--- config.mk ---
export PLATFORM = sky130hd
export DESIGN_NAME = obstacle_placer_flat
export DESIGN_NICKNAME = d
export VERILOG_FILES = /design/src/rtl/obstacle_pkg.sv /design/src/rtl/obstacle_placer_if.sv /design/src/rtl/obstacle_store.sv /design/src/rtl/obstacle_placer.sv /design/src/flat_wrapper.sv
export SDC_FILE = /design/constraint.sdc
export NUM_CORES = 1
export LEC_CHECK = 0
export ABC_CLOCK_PERIOD_IN_PS = 3700
export BUFFER_PORTS_ARGS = -buffer_cell sky130_fd_sc_hd__buf_2
export CAP_MARGIN = 15
export CELL_PAD_IN_SITES_DETAIL_PLACEMENT = 1
export CELL_PAD_IN_SITES_GLOBAL_PLACEMENT = 1
export CORE_MARGIN = 2
export CORE_UTILIZATION = 48
export CTS_CLUSTER_SIZE = 8
export DETAILED_ROUTE_END_ITERATION = 10
export PLACE_DENSITY_LB_ADDON = 0.1
export SYNTH_ARGS = -nofsm -noshare
export SYNTH_HDL_FRONTEND = slang
export SYNTH_SLANG_ARGS = --single-unit
--- constraint.sdc ---
create_clock -name clk -period 3.7 [get_ports clk]
set_input_delay 0.37 -clock clk [delete_from_list [all_inputs] [get_ports clk]]
set_output_delay 0.37 -clock clk [all_outputs]
set_load 0.05 [all_outputs]
--- src/rtl/obstacle_pkg.sv ---
// Shared types, grid limits and FSM state encoding for the obstacle placer.
// Optional pair placement is selected with the OBSTACLE_PAIR_EN macro.
package obstacle_pkg;

  typedef logic [3:0] coord_t;

  localparam coord_t GRID_X_MIN = 4'd1;
  localparam coord_t GRID_X_MAX = 4'd14;
  localparam coord_t GRID_Y_MIN = 4'd1;
  localparam coord_t GRID_Y_MAX = 4'd10;

  localparam coord_t PAIR_X_MIN = 4'd3;
  localparam coord_t PAIR_X_MAX = 4'd12;
  localparam coord_t PAIR_Y_MIN = 4'd3;
  localparam coord_t PAIR_Y_MAX = 4'd8;

  typedef enum logic [2:0] {
    IDLE   = 3'd0,
    SAMPLE = 3'd1,
    CHECK  = 3'd2,
    CHECK2 = 3'd3,
    RETRY  = 3'd4,
    COMMIT = 3'd5
  } placer_state_t;

  function automatic logic in_box(input coord_t x, input coord_t y,
                                  input coord_t x_lo, input coord_t x_hi,
                                  input coord_t y_lo, input coord_t y_hi);
    return (x >= x_lo) && (x <= x_hi) && (y >= y_lo) && (y <= y_hi);
  endfunction

endpackage

--- src/rtl/obstacle_placer_if.sv ---
// Signal bundle between the obstacle placer and its environment (generator,
// snake occupancy, renderer). Pair placement uses randX2/randY2 under OBSTACLE_PAIR_EN.
interface obstacle_placer_if;
  import obstacle_pkg::*;

  // Handshake: place_req is a request accepted only while busy is low (it is
  // never queued); each accepted request ends in exactly one single-cycle
  // place_done or place_fail. obstacleFlag pulses once per judged candidate.
  logic          clear;
  logic          place_req;
  coord_t        randX, randY;
  coord_t        randX2, randY2;
  coord_t        occ_x, occ_y;
  logic          occ_hit;
  logic          obstacleFlag;
  logic          place_done;
  logic          place_fail;
  logic          busy;
  logic [3:0]    obs_count;
  coord_t        px, py;
  logic          obs_at_p;
  placer_state_t state_dbg;

  modport master (
    output clear, place_req, randX, randY, randX2, randY2, occ_hit, px, py,
    input  occ_x, occ_y, obstacleFlag, place_done, place_fail, busy,
           obs_count, obs_at_p, state_dbg
  );

  modport slave (
    input  clear, place_req, randX, randY, randX2, randY2, occ_hit, px, py,
    output occ_x, occ_y, obstacleFlag, place_done, place_fail, busy,
           obs_count, obs_at_p, state_dbg
  );

endinterface

--- src/rtl/obstacle_store.sv ---
// Obstacle table: valid/x/y entries, lowest-free-slot allocation, entry count,
// a candidate duplicate match port and a renderer lookup match port.
module obstacle_store
  import obstacle_pkg::*;
#(
  parameter int MAX_OBS = 8
) (
  input  logic       clk,
  input  logic       nRst,
  input  logic       clear,
  input  logic       wr_en,
  input  coord_t     wr_x,
  input  coord_t     wr_y,
  input  logic       wr2_en,
  input  coord_t     wr2_x,
  input  coord_t     wr2_y,
  input  coord_t     mx,
  input  coord_t     my,
  output logic       m_hit,
  input  coord_t     px,
  input  coord_t     py,
  output logic       p_hit,
  output logic [3:0] count
);

  logic [MAX_OBS-1:0] valid;
  coord_t             ex [MAX_OBS];
  coord_t             ey [MAX_OBS];
  logic [3:0]         free_idx, free2_idx;
  logic               found, found2;

  // Second write lands in the next free slot above the first one.
  always_comb begin
    free_idx  = '0;
    free2_idx = '0;
    found     = 1'b0;
    found2    = 1'b0;
    count     = '0;
    m_hit     = 1'b0;
    p_hit     = 1'b0;
    for (int i = 0; i < MAX_OBS; i++) begin
      count = count + {3'b000, valid[i]};
      if (valid[i] && ex[i] == mx && ey[i] == my) m_hit = 1'b1;
      if (valid[i] && ex[i] == px && ey[i] == py) p_hit = 1'b1;
      if (!valid[i]) begin
        if (!found) begin
          free_idx = 4'(i);
          found    = 1'b1;
        end else if (!found2) begin
          free2_idx = 4'(i);
          found2    = 1'b1;
        end
      end
    end
  end

  always_ff @(posedge clk or negedge nRst) begin
    if (!nRst) begin
      valid <= '0;
      for (int i = 0; i < MAX_OBS; i++) begin
        ex[i] <= '0;
        ey[i] <= '0;
      end
    end else if (clear) begin
      valid <= '0;
    end else begin
      for (int i = 0; i < MAX_OBS; i++) begin
        if (wr_en && found && 4'(i) == free_idx) begin
          valid[i] <= 1'b1;
          ex[i]    <= wr_x;
          ey[i]    <= wr_y;
        end else if (wr2_en && found2 && 4'(i) == free2_idx) begin
          valid[i] <= 1'b1;
          ex[i]    <= wr2_x;
          ey[i]    <= wr2_y;
        end
      end
    end
  end

endmodule

--- src/rtl/obstacle_placer.sv ---
// Obstacle placer top: placement FSM, candidate registers and retry counter.
// Define OBSTACLE_PAIR_EN to place two validated cells per request.
module obstacle_placer
  import obstacle_pkg::*;
#(
  parameter int MAX_OBS   = 8,
  parameter int MAX_RETRY = 15
) (
  input logic          clk,
  input logic          nRst,
  obstacle_placer_if.slave bus
);

  localparam logic [3:0] RETRY_MAX = 4'(MAX_RETRY);
  localparam logic [3:0] RETRY_LAST = 4'(MAX_RETRY - 1);

  placer_state_t state_q, state_d;
  coord_t        cand_x, cand_y;
  coord_t        cand2_x, cand2_y;
  coord_t        m_x, m_y;
  logic [3:0]    retry_q;
  logic [3:0]    obs_count;
  logic          full, full_fail_q, m_hit, cand_bad, cand2_bad;
  logic          flag, done, fail, wr_en, wr2_en;

`ifdef OBSTACLE_PAIR_EN
  // A pair needs two free slots.
  assign full      = obs_count >= 4'(MAX_OBS - 1);
  assign m_x       = (state_q == CHECK2) ? cand2_x : cand_x;
  assign m_y       = (state_q == CHECK2) ? cand2_y : cand_y;
  assign cand2_bad = bus.occ_hit | m_hit | ((cand2_x == cand_x) && (cand2_y == cand_y)) |
                     !in_box(cand2_x, cand2_y, PAIR_X_MIN, PAIR_X_MAX, PAIR_Y_MIN, PAIR_Y_MAX);
  assign wr2_en    = wr_en;
`else
  logic unused_rand2;
  assign unused_rand2 = ^{bus.randX2, bus.randY2};
  assign full      = obs_count >= 4'(MAX_OBS);
  assign m_x       = cand_x;
  assign m_y       = cand_y;
  assign cand2_bad = 1'b0;
  assign wr2_en    = 1'b0;
`endif

  assign cand_bad = bus.occ_hit | m_hit |
                    !in_box(cand_x, cand_y, GRID_X_MIN, GRID_X_MAX, GRID_Y_MIN, GRID_Y_MAX);

  always_comb begin
    state_d   = state_q;
    bus.occ_x = '0;
    bus.occ_y = '0;
    flag      = 1'b0;
    done      = 1'b0;
    fail      = 1'b0;
    wr_en     = 1'b0;
    case (state_q)
      IDLE:   if (bus.place_req && !full) state_d = SAMPLE;
      SAMPLE: state_d = CHECK;
      CHECK: begin
        bus.occ_x = cand_x;
        bus.occ_y = cand_y;
`ifdef OBSTACLE_PAIR_EN
        state_d   = cand_bad ? RETRY : CHECK2;
`else
        state_d   = cand_bad ? RETRY : COMMIT;
`endif
      end
`ifdef OBSTACLE_PAIR_EN
      CHECK2: begin
        bus.occ_x = cand2_x;
        bus.occ_y = cand2_y;
        state_d   = cand2_bad ? RETRY : COMMIT;
      end
`endif
      RETRY: begin
        flag = 1'b1;
        if (retry_q >= RETRY_LAST) begin
          fail    = 1'b1;
          state_d = IDLE;
        end else begin
          state_d = SAMPLE;
        end
      end
      COMMIT: begin
        flag    = 1'b1;
        done    = 1'b1;
        wr_en   = 1'b1;
        state_d = IDLE;
      end
      default: state_d = IDLE;
    endcase
    // Clear overrides everything, including pulses due this cycle.
    if (bus.clear) begin
      state_d = IDLE;
      flag    = 1'b0;
      done    = 1'b0;
      fail    = 1'b0;
      wr_en   = 1'b0;
    end
  end

  always_ff @(posedge clk or negedge nRst) begin
    if (!nRst) begin
      state_q     <= IDLE;
      cand_x      <= '0;
      cand_y      <= '0;
      cand2_x     <= '0;
      cand2_y     <= '0;
      retry_q     <= '0;
      full_fail_q <= 1'b0;
    end else begin
      state_q     <= state_d;
      full_fail_q <= !bus.clear && (state_q == IDLE) && bus.place_req && full;
      if (state_q == SAMPLE) begin
        cand_x  <= bus.randX;
        cand_y  <= bus.randY;
        cand2_x <= bus.randX2;
        cand2_y <= bus.randY2;
      end
      if (bus.clear || (state_q == IDLE && bus.place_req)) retry_q <= '0;
      else if (state_q == RETRY && retry_q < RETRY_MAX) retry_q <= retry_q + 4'd1;
    end
  end

  obstacle_store #(.MAX_OBS(MAX_OBS)) u_store (
    .clk   (clk),
    .nRst  (nRst),
    .clear (bus.clear),
    .wr_en (wr_en),
    .wr_x  (cand_x),
    .wr_y  (cand_y),
    .wr2_en(wr2_en),
    .wr2_x (cand2_x),
    .wr2_y (cand2_y),
    .mx    (m_x),
    .my    (m_y),
    .m_hit (m_hit),
    .px    (bus.px),
    .py    (bus.py),
    .p_hit (bus.obs_at_p),
    .count (obs_count)
  );

  assign bus.obstacleFlag = flag;
  assign bus.place_done   = done;
  assign bus.place_fail   = fail | (full_fail_q & ~bus.clear);
  assign bus.busy         = (state_q != IDLE);
  assign bus.obs_count    = obs_count;
  assign bus.state_dbg    = state_q;

endmodule
--- src/flat_wrapper.sv ---
// flat-port wrapper written by rule: the top's interface ports become plain ports
module obstacle_placer_flat import obstacle_pkg::*;
#(
  parameter int MAX_OBS   = 8,
  parameter int MAX_RETRY = 15
)
  (clk, nRst, bus_clear, bus_place_req, bus_randX, bus_randY, bus_randX2, bus_randY2, bus_occ_hit, bus_px, bus_py, bus_occ_x, bus_occ_y, bus_obstacleFlag, bus_place_done, bus_place_fail, bus_busy, bus_obs_count, bus_obs_at_p, bus_state_dbg);
  obstacle_placer_if bus_i ();
  input logic clk;
  input logic nRst;
  input wire logic [$bits(bus_i.clear)-1:0] bus_clear;
  input wire logic [$bits(bus_i.place_req)-1:0] bus_place_req;
  input wire logic [$bits(bus_i.randX)-1:0] bus_randX;
  input wire logic [$bits(bus_i.randY)-1:0] bus_randY;
  input wire logic [$bits(bus_i.randX2)-1:0] bus_randX2;
  input wire logic [$bits(bus_i.randY2)-1:0] bus_randY2;
  input wire logic [$bits(bus_i.occ_hit)-1:0] bus_occ_hit;
  input wire logic [$bits(bus_i.px)-1:0] bus_px;
  input wire logic [$bits(bus_i.py)-1:0] bus_py;
  output wire logic [$bits(bus_i.occ_x)-1:0] bus_occ_x;
  output wire logic [$bits(bus_i.occ_y)-1:0] bus_occ_y;
  output wire logic [$bits(bus_i.obstacleFlag)-1:0] bus_obstacleFlag;
  output wire logic [$bits(bus_i.place_done)-1:0] bus_place_done;
  output wire logic [$bits(bus_i.place_fail)-1:0] bus_place_fail;
  output wire logic [$bits(bus_i.busy)-1:0] bus_busy;
  output wire logic [$bits(bus_i.obs_count)-1:0] bus_obs_count;
  output wire logic [$bits(bus_i.obs_at_p)-1:0] bus_obs_at_p;
  output wire logic [$bits(bus_i.state_dbg)-1:0] bus_state_dbg;
  assign bus_i.clear = bus_clear;
  assign bus_i.place_req = bus_place_req;
  assign bus_i.randX = bus_randX;
  assign bus_i.randY = bus_randY;
  assign bus_i.randX2 = bus_randX2;
  assign bus_i.randY2 = bus_randY2;
  assign bus_i.occ_hit = bus_occ_hit;
  assign bus_i.px = bus_px;
  assign bus_i.py = bus_py;
  assign bus_occ_x = bus_i.occ_x;
  assign bus_occ_y = bus_i.occ_y;
  assign bus_obstacleFlag = bus_i.obstacleFlag;
  assign bus_place_done = bus_i.place_done;
  assign bus_place_fail = bus_i.place_fail;
  assign bus_busy = bus_i.busy;
  assign bus_obs_count = bus_i.obs_count;
  assign bus_obs_at_p = bus_i.obs_at_p;
  assign bus_state_dbg = bus_i.state_dbg;
  obstacle_placer #(.MAX_OBS(MAX_OBS), .MAX_RETRY(MAX_RETRY)) u_core (.clk(clk), .nRst(nRst), .bus(bus_i));
endmodule
* Word-level counts from Yosys, hierarchy flattened
Index checks and enable logic that the tools add are counted.
** Storage, ports and cells
- Register bits :: 88
- Input port bits :: 29
- Logic and storage cells :: 231
** Operators by class
- $add $sub $neg :: 8
- $lt $le $gt $ge :: 7
- Eq/ne operators :: 44
- Muxes and demuxes :: 63
- Bitwise logic cells :: 5
- Reduce and logical (&&, ||, !) cells :: 75
** Operators by type and width (count)
- $eq 4x4->1 :: 32
- $mux 4 :: 16
- $logic_and 1x1->1 :: 50
- $mux 1 :: 43
- $reduce_bool 2->1 :: 9
- $add 4x1->4 :: 4
- $eq 3x4->1 const A :: 4
- $reduce_and 2->1 :: 8
- $pmux 3 s4 :: 1
- $eq 2x4->1 const A :: 2
- $ge 4x1->1 const B :: 2
- $ge 4x4->1 const B :: 2
- $le 4x4->1 const B :: 2
- $mux 8 :: 1
- $eq 3x3->1 const B :: 2
- $mux 3 :: 2
- $add 3x1->4 :: 1
- $add 4x1->4 const B :: 1
- $eq 1x4->1 const A :: 1
- $logic_not 4->1 :: 1
- $lt 4x4->1 const B :: 1
- $add 2x1->3 :: 1
- $eq 3x1->1 const B :: 1
- $eq 3x2->1 const B :: 1
- 10 further kinds :: 14

* Logic depth before layout (Yosys ltp)
Gate-level depths: netlist of run 1.
- Depth after elaboration :: 18
- Mapped depth :: 12

* Cells and area by module
Synthesis of run 1 repeated with hierarchy kept, for this count alone.
** Second synthesis, totals
- Cells, all modules :: 711
- Area total of the unflattened synthesis :: 6876.6 µm²
** By module, submodules not included
- obstacle_store :: times used 1, cells an instance 620, area each 5733.0 µm²
- obstacle_placer :: times used 1, cells an instance 91, area each 1143.6 µm²

* Least setup slack after synthesis of run 1
OpenSTA, ideal clock, no wires.
- Path kind :: reg-to-output
- From :: register u_core.u_store.valid[0]
- To :: output bus_obs_count[2]
- Data arrival time :: 3.289 ns
- Data required time :: 3.330 ns
- Path slack :: 0.041 ns
- Stages on the path, launching flop included :: 9
- Cells stage by stage :: dfrtp_1 fa_1 inv_1 fa_1 fa_1 inv_1 ha_1 fa_1 xor2_1
** Between the ends
- Longest elaborated chain between the ends :: 7
** Ends and longest elaborated chain
- start, declared :: line obstacle_store.sv:26 : logic [MAX_OBS-1:0] valid;
- start signal, assigned :: line obstacle_store.sv:59 : valid <= '0;
- start signal, assigned :: line obstacle_store.sv:65 : valid <= '0;
- start signal, assigned by index :: line obstacle_store.sv:69 : valid[i] <= 1'b1;
- $add 1x1->2 :: line obstacle_store.sv:42 : count = count + {3'b000, valid[i]};
- $add 2x1->3 :: line obstacle_store.sv:42
- $add 3x1->4 :: line obstacle_store.sv:42
- $add 4x1->4 (4 in a row) :: line obstacle_store.sv:42
- end, declared :: line flat_wrapper.sv:26 : output wire logic [$bits(bus_i.obs_count)-1:0] bus_obs_count;
Every way passes these cells.

* Final worst setup path of run 1
- From :: register u_core.u_store.valid[0]
- To :: output bus_obs_count[1]
Same word-level chain as after synthesis.

==> results_dict.tcl, run 1 <==
set metrics [dict create \
    detail_route.vias_per_cell 5.63 \
    synth_cell_type_count 43 \
    power_density_mw_per_mm2 487 \
    ys.flop_type "dfrtp_1" \
    rsz0062_at_grt "false" \
    status "finished clean" \
    ir_drop_uv 387 \
    grt_start_max_net_pins 69 \
    areaGrowthSynthToFinish_pct 10.1 \
    postRouteAntennaNets 0 \
    synth.net_count 507 \
    cp_max_fo 2 \
    ys_seq_elements 88 \
    reg2reg_setup_slack_ns 0.35 \
    setup_viol_count_final 0 \
    cp_data_required_time_ns 3.33 \
    fin_area_mm2 0.00582 \
    vias 3602 \
    finalPower_mw 2.83 \
    root_buffer "clkbuf_8" \
    htreeDepth 3 \
    syn_area_per_cell_um2 11.3 \
    place_area_mm2 0.00557 \
    max_freq_ghz 0.277 \
    endpoint_kind "output pin" \
    cap_viol_max_count 0 \
    cts_buffers 9 \
    tightest_slew_ns 1.07 \
    gr-usage-all-layers_pct 25.1 \
    highest_layer "met4" \
    cp-start-kind "flop" \
    die_y_um 109 \
    hp-class "in -> async" \
    clock_path_buffers 2 \
    yosysWarnings 0 \
    final_cells 640 \
    drc 0 \
    cts_hold_buf 0 \
    nets 535 \
    arrival_ns 3.24 \
    wl_mm 13.6 \
    drtPass1Iterations 4 \
    cts_tree "built" \
    syn_inst 467 \
    core_mm2 0.0108 \
    setup_ws_ns 0.0865 \
    hpwl_mm 9.28 \
    clkSinkCount 88 \
    pre_cts_slack_ns 0.265 \
    maxSlewViolCount 0 \
    post_drt_wl_per_cell_um 21.3 \
    synth_edf_count 0 \
    crit_path_cell_trace "fa_1, inv_1, fa_1, fa_1, inv_1, ha_4, fa_2, buf_6" \
    dieArea_mm2 0.0119 \
    die_w_um 109 \
    syn_area_mm2 0.00529 \
    initial_utilization_pct 49.0 \
    finClkSkew_ns 0.0127 \
    finalHoldViolCount 0 \
    ys_seq_area_share_pct 41.7 \
    drt_iter0_markers 143 \
    crit_path_frequent_cell "fa_1" \
    grt.overflow.total 0 \
    final_core_util_pct 53.9 \
    p_leak_nw 2.86 \
    period_minus_slack_ns 3.61 \
    m1WireLength_mm 6.40 \
    met3_length_um 488 \
    crit_path_max_incr_delay_ns 0.53 \
    async_flop_share_pct 100 \
    boundaryPins 49 \
    row_count 38 \
    placed_cells 622 \
    grt_pass1_vias 3837 \
    path_clk_slew_ns 0.10 \
    period_share_pct 97.7 \
    insertion_delay_ns 0.38 \
    wl_met2_mm 6.55 \
    antenna_found_initial 0 \
    drive_gt1_share_pct 27.8 \
    cp_slowest_cell "fa_1" \
    hold_ws_ns 0.102 \
    slew_headroom_pct 28.7 \
    grt_pass1_wl_mm 21.5 \
    worstSetupPathType "reg -> out" \
    fin_setup_tns_ns 0 \
    diodes 0 \
    routabilityCongestion 0.833 \
    io_buffers 40 \
]
## worst paths after layout
check,depth (start not counted),start,to
min in group clk,2,bus_randX[0],u_core.cand_x[0]$_DFFE_PN0P_
hold / removal,1,nRst,u_core.u_store.ey[25]$_DFFE_PN0P_
setup / recovery,8,u_core.u_store.valid[0]$_DFFE_PN0P_,bus_obs_count[1]
setup reg to reg,12,u_core.u_store.valid[0]$_DFFE_PN0P_,u_core.bus.state_dbg[0]$_DFFE_PN0P_
hold reg to reg,1,u_core.u_store.ey[0]$_DFFE_PN0P_,u_core.u_store.ey[0]$_DFFE_PN0P_
max in group asynchronous,2,nRst,u_core.u_store.ey[16]$_DFFE_PN0P_
## Yosys cell counts, drive strengths merged (2+ instances only)
master | instances | area, um2
buf | 4 | 28.8
inv | 14 | 52.6
nor4 | 20 | 125
xnor2 | 51 | 447
a21oi | 4 | 20.0
ha | 7 | 87.6
and2 | 10 | 62.6
a31oi | 5 | 31.3
nor2 | 10 | 37.5
nand4 | 19 | 125
nor3b | 4 | 45.1
a21o | 5 | 37.5
a211oi | 3 | 27.5
nand3 | 5 | 25.0
xor2 | 81 | 709
dfrtp | 88 | 2200
clkbuf | 25 | 93.8
a41oi | 2 | 17.5
o21ai | 6 | 30.0
fa | 4 | 80.1
nand2 | 8 | 32.5
mux2 | 72 | 811
nor3 | 8 | 40.0
## cells in the final DEF (no fill, tap or decap), drive strengths merged, types with 6 or more instances in the layout
| cell type | instances |
|---|---|
| inv | 14 |
| dfrtp | 88 |
| o21ai | 6 |
| nor2 | 10 |
| mux2 | 72 |
| nand4 | 19 |
| nor3 | 8 |
| xnor2 | 51 |
| xor2 | 81 |
| nor4 | 20 |
| nand2 | 8 |
| and2 | 10 |
| clkbuf | 11 |
| buf | 46 |
| ha | 7 |
## where the power goes
| part | leakage, nW | internal [mW] | total [mW] | switching, mW |
|---|---|---|---|---|
| logic | 1.55 | 0.343 | 0.734 | 0.390 |
| registers | 1.20 | 1.03 | 1.39 | 0.363 |
| clock network | 0.101 | 0.347 | 0.710 | 0.363 |
| total | 2.86 | 1.72 | 2.83 | 1.12 |
## cell families after synthesis
group | share of synthesized area (%)
compound gates | 4.19
simple gates | 10.3
xor+xnor | 21.9
fa+ha+maj | 3.17
flops | 41.7
mux | 15.5
buf+inv | 3.31
## what timing repair did
| item | 4_1_cts | 5_1_grt |
|---|---|---|
| buffers inserted | 1 | 1 |
| resized for setup | 6 | 2 |
| endpoints found under the setup margin | 2 | 2 |
| pin swaps | 0 | 0 |
| endpoints found under the hold margin | 0 | 0 |
## area by class of cell
type / count / area, um2
Clock inverter: 5 / 55.1
Sequential cell: 88 / 2200
Multi-Input combinational cell: 336 / 2920
Inverter: 14 / 52.6
Timing Repair Buffer: 46 / 256
Tap cell: 140 / 175
Clock buffer: 11 / 151
Fill cell: 1166 / 4970
## critical path: cells and delay by family, from the launching register on
| kind | cells | cell delay, ns |
|---|---|---|
| fa+ha+maj | 5 | 2.16 |
| buf+inv | 3 | 0.26 |
| flops | 1 | 0.43 |
## state kept, by name, indices dropped and copies added (netlist names)
signal,flops
u_core.full_fail_q,1
u_core.retry_q,4
u_core.bus.state_dbg,3
u_core.cand_y,4
u_core.cand_x,4
u_core.u_store.ey,32
u_core.u_store.valid,8
u_core.u_store.ex,32
## routing by layer
| metal | GRT usage (%) | vias to the layer above |
|---|---|---|
| met1 | 35.0 | 1868 |
| met4 | 7.69 | 0 |
| met2 | 40.4 | 58 |
| met5 | 0 | - |
| met3 | 3.59 | 15 |
| li1 | - | 1661 |
Power figures use the tool's default switching activity.
==> inputs of run 2 (changes only) <==
--- a/config.mk
+++ b/config.mk
@@ -8,13 +8,14 @@
 export ABC_CLOCK_PERIOD_IN_PS = 3700
 export BUFFER_PORTS_ARGS = -buffer_cell sky130_fd_sc_hd__buf_2
 export CAP_MARGIN = 15
-export CELL_PAD_IN_SITES_DETAIL_PLACEMENT = 1
+export CELL_PAD_IN_SITES_DETAIL_PLACEMENT = 0
 export CELL_PAD_IN_SITES_GLOBAL_PLACEMENT = 1
 export CORE_MARGIN = 2
 export CORE_UTILIZATION = 48
 export CTS_CLUSTER_SIZE = 8
 export DETAILED_ROUTE_END_ITERATION = 10
 export PLACE_DENSITY_LB_ADDON = 0.1
+export RECOVER_POWER = 50
 export SYNTH_ARGS = -nofsm -noshare
 export SYNTH_HDL_FRONTEND = slang
 export SYNTH_SLANG_ARGS = --single-unit
==> run 2 against run 1 <==
Against the previous run: the run now ends with max-capacitance violations, max-slew violations left; die area is the same; first-iteration DRC count up 15%; register-to-register slack worse by 0.02 ns; worst hold slack improved by 0.14 ns; critical path depth is 1 higher; largest cell class unchanged.
==> results_dict.tcl, run 2 (same netlist as run 1, synthesis figures left out) <==
set metrics [dict create \
    p_leak_nw 2.82 \
    seqCellArea_mm2 0.00220 \
    die_y_um 109 \
    nFillCells 1019 \
    cts_hold_buf 0 \
    p_comb_share_pct 26.8 \
    rsz0062_at_grt "true" \
    crit_path_max_incr_delay_ns 0.55 \
    cts_tree "built" \
    wl_met2_mm 5.83 \
    final_core_util_pct 53.3 \
    crit_path_frequent_cell "fa_1" \
    met3_length_um 407 \
    areaGrowthSynthToFinish_pct 8.76 \
    grt_start_max_net_pins 69 \
    setup_viol_count_final 0 \
    p_int_mw 1.61 \
    slew_headroom_pct -17.1 \
    fin_setup_tns_ns 0 \
    io_buffers 40 \
    grt.overflow.total 0 \
    crit_path_cell_trace "fa_1, inv_2, fa_1, fa_1, inv_1, ha_2, fa_2, xor2_1, buf_4" \
    pwr-share-clk_pct 21.5 \
    finalHoldViolCount 0 \
    path_clk_slew_ns 0.09 \
    endpoint_kind "output pin" \
    period_share_pct 97.7 \
    worstSetupPathType "reg -> out" \
    post_drt_wl_per_cell_um 19.9 \
    clock_path_buffers 2 \
    setup_ws_ns 0.0845 \
    initial_utilization_pct 49.0 \
    switching_share_pct 39.9 \
    core_mm2 0.0108 \
    drc 0 \
    cp_slowest_cell "fa_1" \
    drtPass1Iterations 4 \
    grt_pass1_vias 3547 \
    cp.buffers_inverters 3 \
    place_area_mm2 0.00557 \
    cp_data_required_time_ns 3.33 \
    switchingPower_mw 1.06 \
    finalPower_mw 2.67 \
    final_cells 640 \
    final_common_cell "dfrtp_1" \
    row_count 38 \
    postRouteAntennaNets 0 \
    insertion_delay_ns 0.36 \
    wl_mm 12.7 \
    period_minus_slack_ns 3.62 \
    cts_buffers 9 \
    placed_cells 622 \
    cp_top_family "adder cells" \
    reg.largest.list "u_core.u_store.ex x32, u_core.u_store.ey x32, u_core.u_store.valid x8" \
    pre_cts_slack_ns 0.264 \
    vias 3501 \
    ir_drop_uv 385 \
    htreeDepth 3 \
    most-common-layout-cells "86 x dfrtp_1, 81 x xor2_1, 64 x mux2_2" \
    multiInputGateArea_mm2 0.00291 \
    diodes 0 \
    drive_gt1_share_pct 26.6 \
    maxSlewViolCount 69 \
    status "finished, violations left" \
    hold_ws_ns 0.240 \
    m1WireLength_mm 6.37 \
    root_buffer "clkbuf_8" \
    fin_area_mm2 0.00575 \
    violations "max-capacitance violations, max-slew violations" \
    grt_pass1_wl_mm 20.4 \
    hp-class "in -> reg" \
    clkSinkCount 88 \
    highest_layer "met4" \
    seq_power_share_pct 51.6 \
    routabilityCongestion 0.833 \
    tightest_slew_ns 1.76 \
    detail_route.vias_per_cell 5.47 \
    gr-usage-all-layers_pct 23.5 \
    arrival_ns 3.25 \
    drt_iter0_markers 164 \
    boundaryPins 49 \
    nets 536 \
    power_density_mw_per_mm2 465 \
    finClkSkew_ns 0.00919 \
    cp_max_fo 2 \
    dieArea_mm2 0.0119 \
    cap_viol_max_count 2 \
    die_w_um 109 \
    hpwl_mm 8.52 \
    max_freq_ghz 0.277 \
    cp-start-kind "flop" \
    antenna_found_initial 0 \
]
==> run 2: power by group through the flow <==
stage                     Sequential [mW]  Clock [mW]  Combinational [mW]
after floorplan                      1.11           0               0.743
after global placement               1.40           0               0.717
after detailed placement             1.40           0               0.720
after CTS                            1.38       0.594               0.725
after global routing                 1.41       0.639               0.794
final                                1.38       0.575               0.716
==> run 2: path summary, 6_finish.rpt <==
check                                                          from                                   to  slack, ns  cells past startpoint
worst max register to register  u_core.u_store.valid[0]$_DFFE_PN0P_  u_core.bus.state_dbg[0]$_DFFE_PN0P_       0.33                     12
min in group asynchronous                                      nRst    u_core.u_store.ey[27]$_DFFE_PN0P_       0.48                      1
worst min register to register     u_core.u_store.ey[0]$_DFFE_PN0P_     u_core.u_store.ey[0]$_DFFE_PN0P_       0.56                      1
worst max-delay path            u_core.u_store.valid[0]$_DFFE_PN0P_                     bus_obs_count[2]       0.08                      9
worst min-delay path                                   bus_randY[3]         u_core.cand_y[3]$_DFFE_PN0P_       0.24                      2
max in group asynchronous                                      nRst    u_core.u_store.ey[16]$_DFFE_PN0P_       1.43                      2
==> run 2: cell type report <==
| cell class | count | share of cell area (%) |
|---|---|---|
| Inverter | 14 | 0.914 |
| Clock buffer | 11 | 2.29 |
| Clock inverter | 4 | 0.392 |
| Tap cell | 140 | 3.05 |
| Timing Repair Buffer | 47 | 4.42 |
| Sequential cell | 88 | 38.4 |
| Multi-Input combinational cell | 336 | 50.6 |
==> run 2: repair_timing <==
action / 4_1_cts / 5_1_grt
pin swaps: 0 / 2
buffers inserted: 1 / 2
gates resized for setup: 2 / 7
setup endpoints to repair: 2 / 2
==> run 2: routing by layer <==
metal,global-route usage [%],vias up
li1,-,1659
met2,36.0,55
met1,35.0,1780
met5,0,-
met4,6.04,0
met3,3.29,7
==> inputs of run 3 (changes only) <==
--- a/config.mk
+++ b/config.mk
@@ -5,16 +5,16 @@
 export SDC_FILE = /design/constraint.sdc
 export NUM_CORES = 1
 export LEC_CHECK = 0
-export ABC_CLOCK_PERIOD_IN_PS = 3700
+export ABC_CLOCK_PERIOD_IN_PS = 4300
 export BUFFER_PORTS_ARGS = -buffer_cell sky130_fd_sc_hd__buf_2
 export CAP_MARGIN = 15
 export CELL_PAD_IN_SITES_DETAIL_PLACEMENT = 0
 export CELL_PAD_IN_SITES_GLOBAL_PLACEMENT = 1
 export CORE_MARGIN = 2
-export CORE_UTILIZATION = 48
+export CORE_UTILIZATION = 52
 export CTS_CLUSTER_SIZE = 8
 export DETAILED_ROUTE_END_ITERATION = 10
-export PLACE_DENSITY_LB_ADDON = 0.1
+export PLACE_DENSITY = 0.84
 export RECOVER_POWER = 50
 export SYNTH_ARGS = -nofsm -noshare
 export SYNTH_HDL_FRONTEND = slang
==> constraint.sdc (replaced) <==
create_clock -name clk -period 4.3 [get_ports clk]
set_input_delay 0.43 -clock clk [delete_from_list [all_inputs] [get_ports clk]]
set_output_delay 0.43 -clock clk [all_outputs]
set_load 0.05 [all_outputs]
==> run 3 against run 2 <==
Against the previous run: the flow still finishes with violations (max-capacitance violations, max-slew violations); via count grew 2.4%; flip-flop and latch count stayed put; clock power is 0.7% higher; core utilization rose by 5.1 points; worst setup slack better by 0.35 ns; register-to-register slack improved by 0.48 ns; largest cell class unchanged; largest power group unchanged.
==> results_dict.tcl, run 3 (same netlist as run 1, synthesis figures left out) <==
set metrics [dict create \
    gr-usage-all-layers_pct 23.6 \
    grt.overflow.total 0 \
    cts-resized-gates 0 \
    rsz0062_at_grt "false" \
    pwr-share-clk_pct 24.4 \
    die_y_um 105 \
    clock_path_buffers 2 \
    most-common-layout-cells "88 x dfrtp_1, 81 x xor2_1, 64 x mux2_2" \
    clkSinkCount 88 \
    seq_power_share_pct 50.7 \
    cp_data_required_time_ns 3.87 \
    drive_gt1_share_pct 25.4 \
    routabilityCongestion 0.814 \
    detail_route.vias_per_cell 5.70 \
    max_freq_ghz 0.259 \
    crit_path_max_incr_delay_ns 0.56 \
    diodes 0 \
    root_buffer "clkbuf_8" \
    drt_iter0_markers 175 \
    p_int_mw 1.44 \
    cts_tree "built" \
    finalHoldViolCount 0 \
    boundaryPins 49 \
    antenna_found_initial 0 \
    crit_start "u_core.u_store.valid[0]$_DFFE_PN0P_" \
    grt_pass1_wl_mm 19.9 \
    insertion_delay_ns 0.37 \
    cp-endpoint "bus_obs_count[2]" \
    nFillCells 863 \
    cts_buffers 9 \
    hpwl_mm 8.12 \
    slew_headroom_pct -94.9 \
    switching_share_pct 39.4 \
    wl_mm 12.2 \
    status "finished, violations left" \
    reg2reg_depth 12 \
    tightest_slew_ns 2.92 \
    setup_viol_count_final 0 \
    cp-start-kind "flop" \
    areaGrowthSynthToFinish_pct 8.36 \
    postRouteAntennaNets 0 \
    fin_setup_tns_ns 0 \
    reg2reg_setup_slack_ns 0.81 \
    violations "max-capacitance violations, max-slew violations" \
    nets 531 \
    maxSlewViolCount 63 \
    drtPass1Iterations 4 \
    final_core_util_pct 58.3 \
    endpoint_kind "output pin" \
    row_count 36 \
    power_density_mw_per_mm2 414 \
    io_buffers 40 \
    ir_drop_uv 419 \
    p_leak_nw 2.82 \
    p_comb_share_pct 24.9 \
    crit_path_cell_trace "fa_1, inv_1, fa_1, fa_1, inv_1, ha_1, fa_1, xor2_1, buf_2" \
    post_drt_wl_per_cell_um 19.4 \
    grt_start_max_net_pins 53 \
    period_share_pct 89.9 \
    finClkSkew_ns 0.0105 \
    final_common_cell "dfrtp_1" \
    cts_hold_buf 0 \
    hp-class "in -> reg" \
    initial_utilization_pct 53.8 \
    cap_viol_max_count 2 \
    die_w_um 105 \
    arrival_ns 3.43 \
    path_clk_slew_ns 0.09 \
    core_mm2 0.00982 \
    cp_slowest_cell "fa_1" \
    cp_max_fo 6 \
    worstReg2RegEnd "u_core.bus.state_dbg[0]$_DFFE_PN0P_" \
    drc 0 \
    reg.largest.list "u_core.u_store.ex x32, u_core.u_store.ey x32, u_core.u_store.valid x8" \
    htreeDepth 3 \
    switchingPower_uw 935 \
    whs_path_depth 2 \
    r2r_start "u_core.u_store.valid[0]$_DFFE_PN0P_" \
    worstSetupPathType "reg -> out" \
    vias 3584 \
    crit_path_frequent_cell "fa_1" \
    grt_pass1_vias 3725 \
    period_minus_slack_ns 3.86 \
    dieArea_mm2 0.0110 \
    post_cts_buffers 0 \
]
run 3: cell types whose count changed in the layout (fill, tap and decap cells not counted), moves of 2 or more:
cell,change
buf_2,+2
buf_4,-6
clkbuf_1,-2
clkinvlp_4,+2
dfrtp_1,+2
dfrtp_2,-2
run 3: routing by layer:
| metal | wire length, um | vias up | global-route usage (%) | share of wire [%] |
|---|---|---|---|---|
| met5 | 0 | - | 0 | 0 |
| met4 | 138 | 0 | 7.52 | 1.1 |
| met3 | 357 | 13 | 3.87 | 2.9 |
| met2 | 5880 | 58 | 38.4 | 48 |
| met1 | 5840 | 1863 | 32.3 | 48 |
| li1 | - | 1650 | - | - |
run 3: area by class of cell:
type	count	area, um2	share of cell area, %
Sequential cell	88	2200	38.5
Clock buffer	9	124	2.16
Timing Repair Buffer	42	208	3.63
Clock inverter	7	71.3	1.25
Multi-Input combinational cell	336	2900	50.7
Tap cell	133	166	2.91
Inverter	14	52.6	0.918
run 3: metrics by stage:
| step | std cells | hold WS [ns] | power [mW] | setup WS, ns | cell area (um2) |
|---|---|---|---|---|---|
| 2_1_floorplan | 467 | 0.134 | 1.59 | 0.581 | 5290 |
| 3_3_place_gp | 613 | 0.512 | 1.79 | 0.875 | 5550 |
| 3_5_place_dp | 613 | 0.516 | 1.81 | 0.837 | 5550 |
| 4_1_cts | 629 | 0.116 | 2.39 | 0.424 | 5740 |
| 5_1_grt | 629 | 0.269 | 2.51 | 0.314 | 5730 |
| 6_report | 629 | 0.281 | 2.37 | 0.436 | 5730 |
run 3: power groups by stage:
stage          Combinational (mW)  Sequential, mW  Clock (mW)
2_1_floorplan               0.640           0.955           0
3_3_place_gp                0.578            1.21           0
3_5_place_dp                0.590            1.21           0
4_1_cts                     0.598            1.20       0.592
5_1_grt                     0.655            1.22       0.631
6_report                    0.592            1.20       0.579
run 3: critical path: cells and delay by family, from the launching register on:
family | cells | cell delay (ns)
buf+inv | 3 | 0.36
flops | 1 | 0.49
xor+xnor | 1 | 0.13
fa+ha+maj | 5 | 2.07
run 3: how the worst min path moves through the flow:
stage,start,to
after floorplan,nRst,u_core.bus.state_dbg[0]$_DFFE_PN0P_
after global placement,nRst,u_core.u_store.ey[24]$_DFFE_PN0P_
after detailed placement,nRst,u_core.u_store.ey[24]$_DFFE_PN0P_
after CTS,nRst,u_core.u_store.ey[10]$_DFFE_PN0P_
after global routing,bus_randX[2],u_core.cand_x[2]$_DFFE_PN0P_
final,bus_randX[3],u_core.cand_x[3]$_DFFE_PN0P_
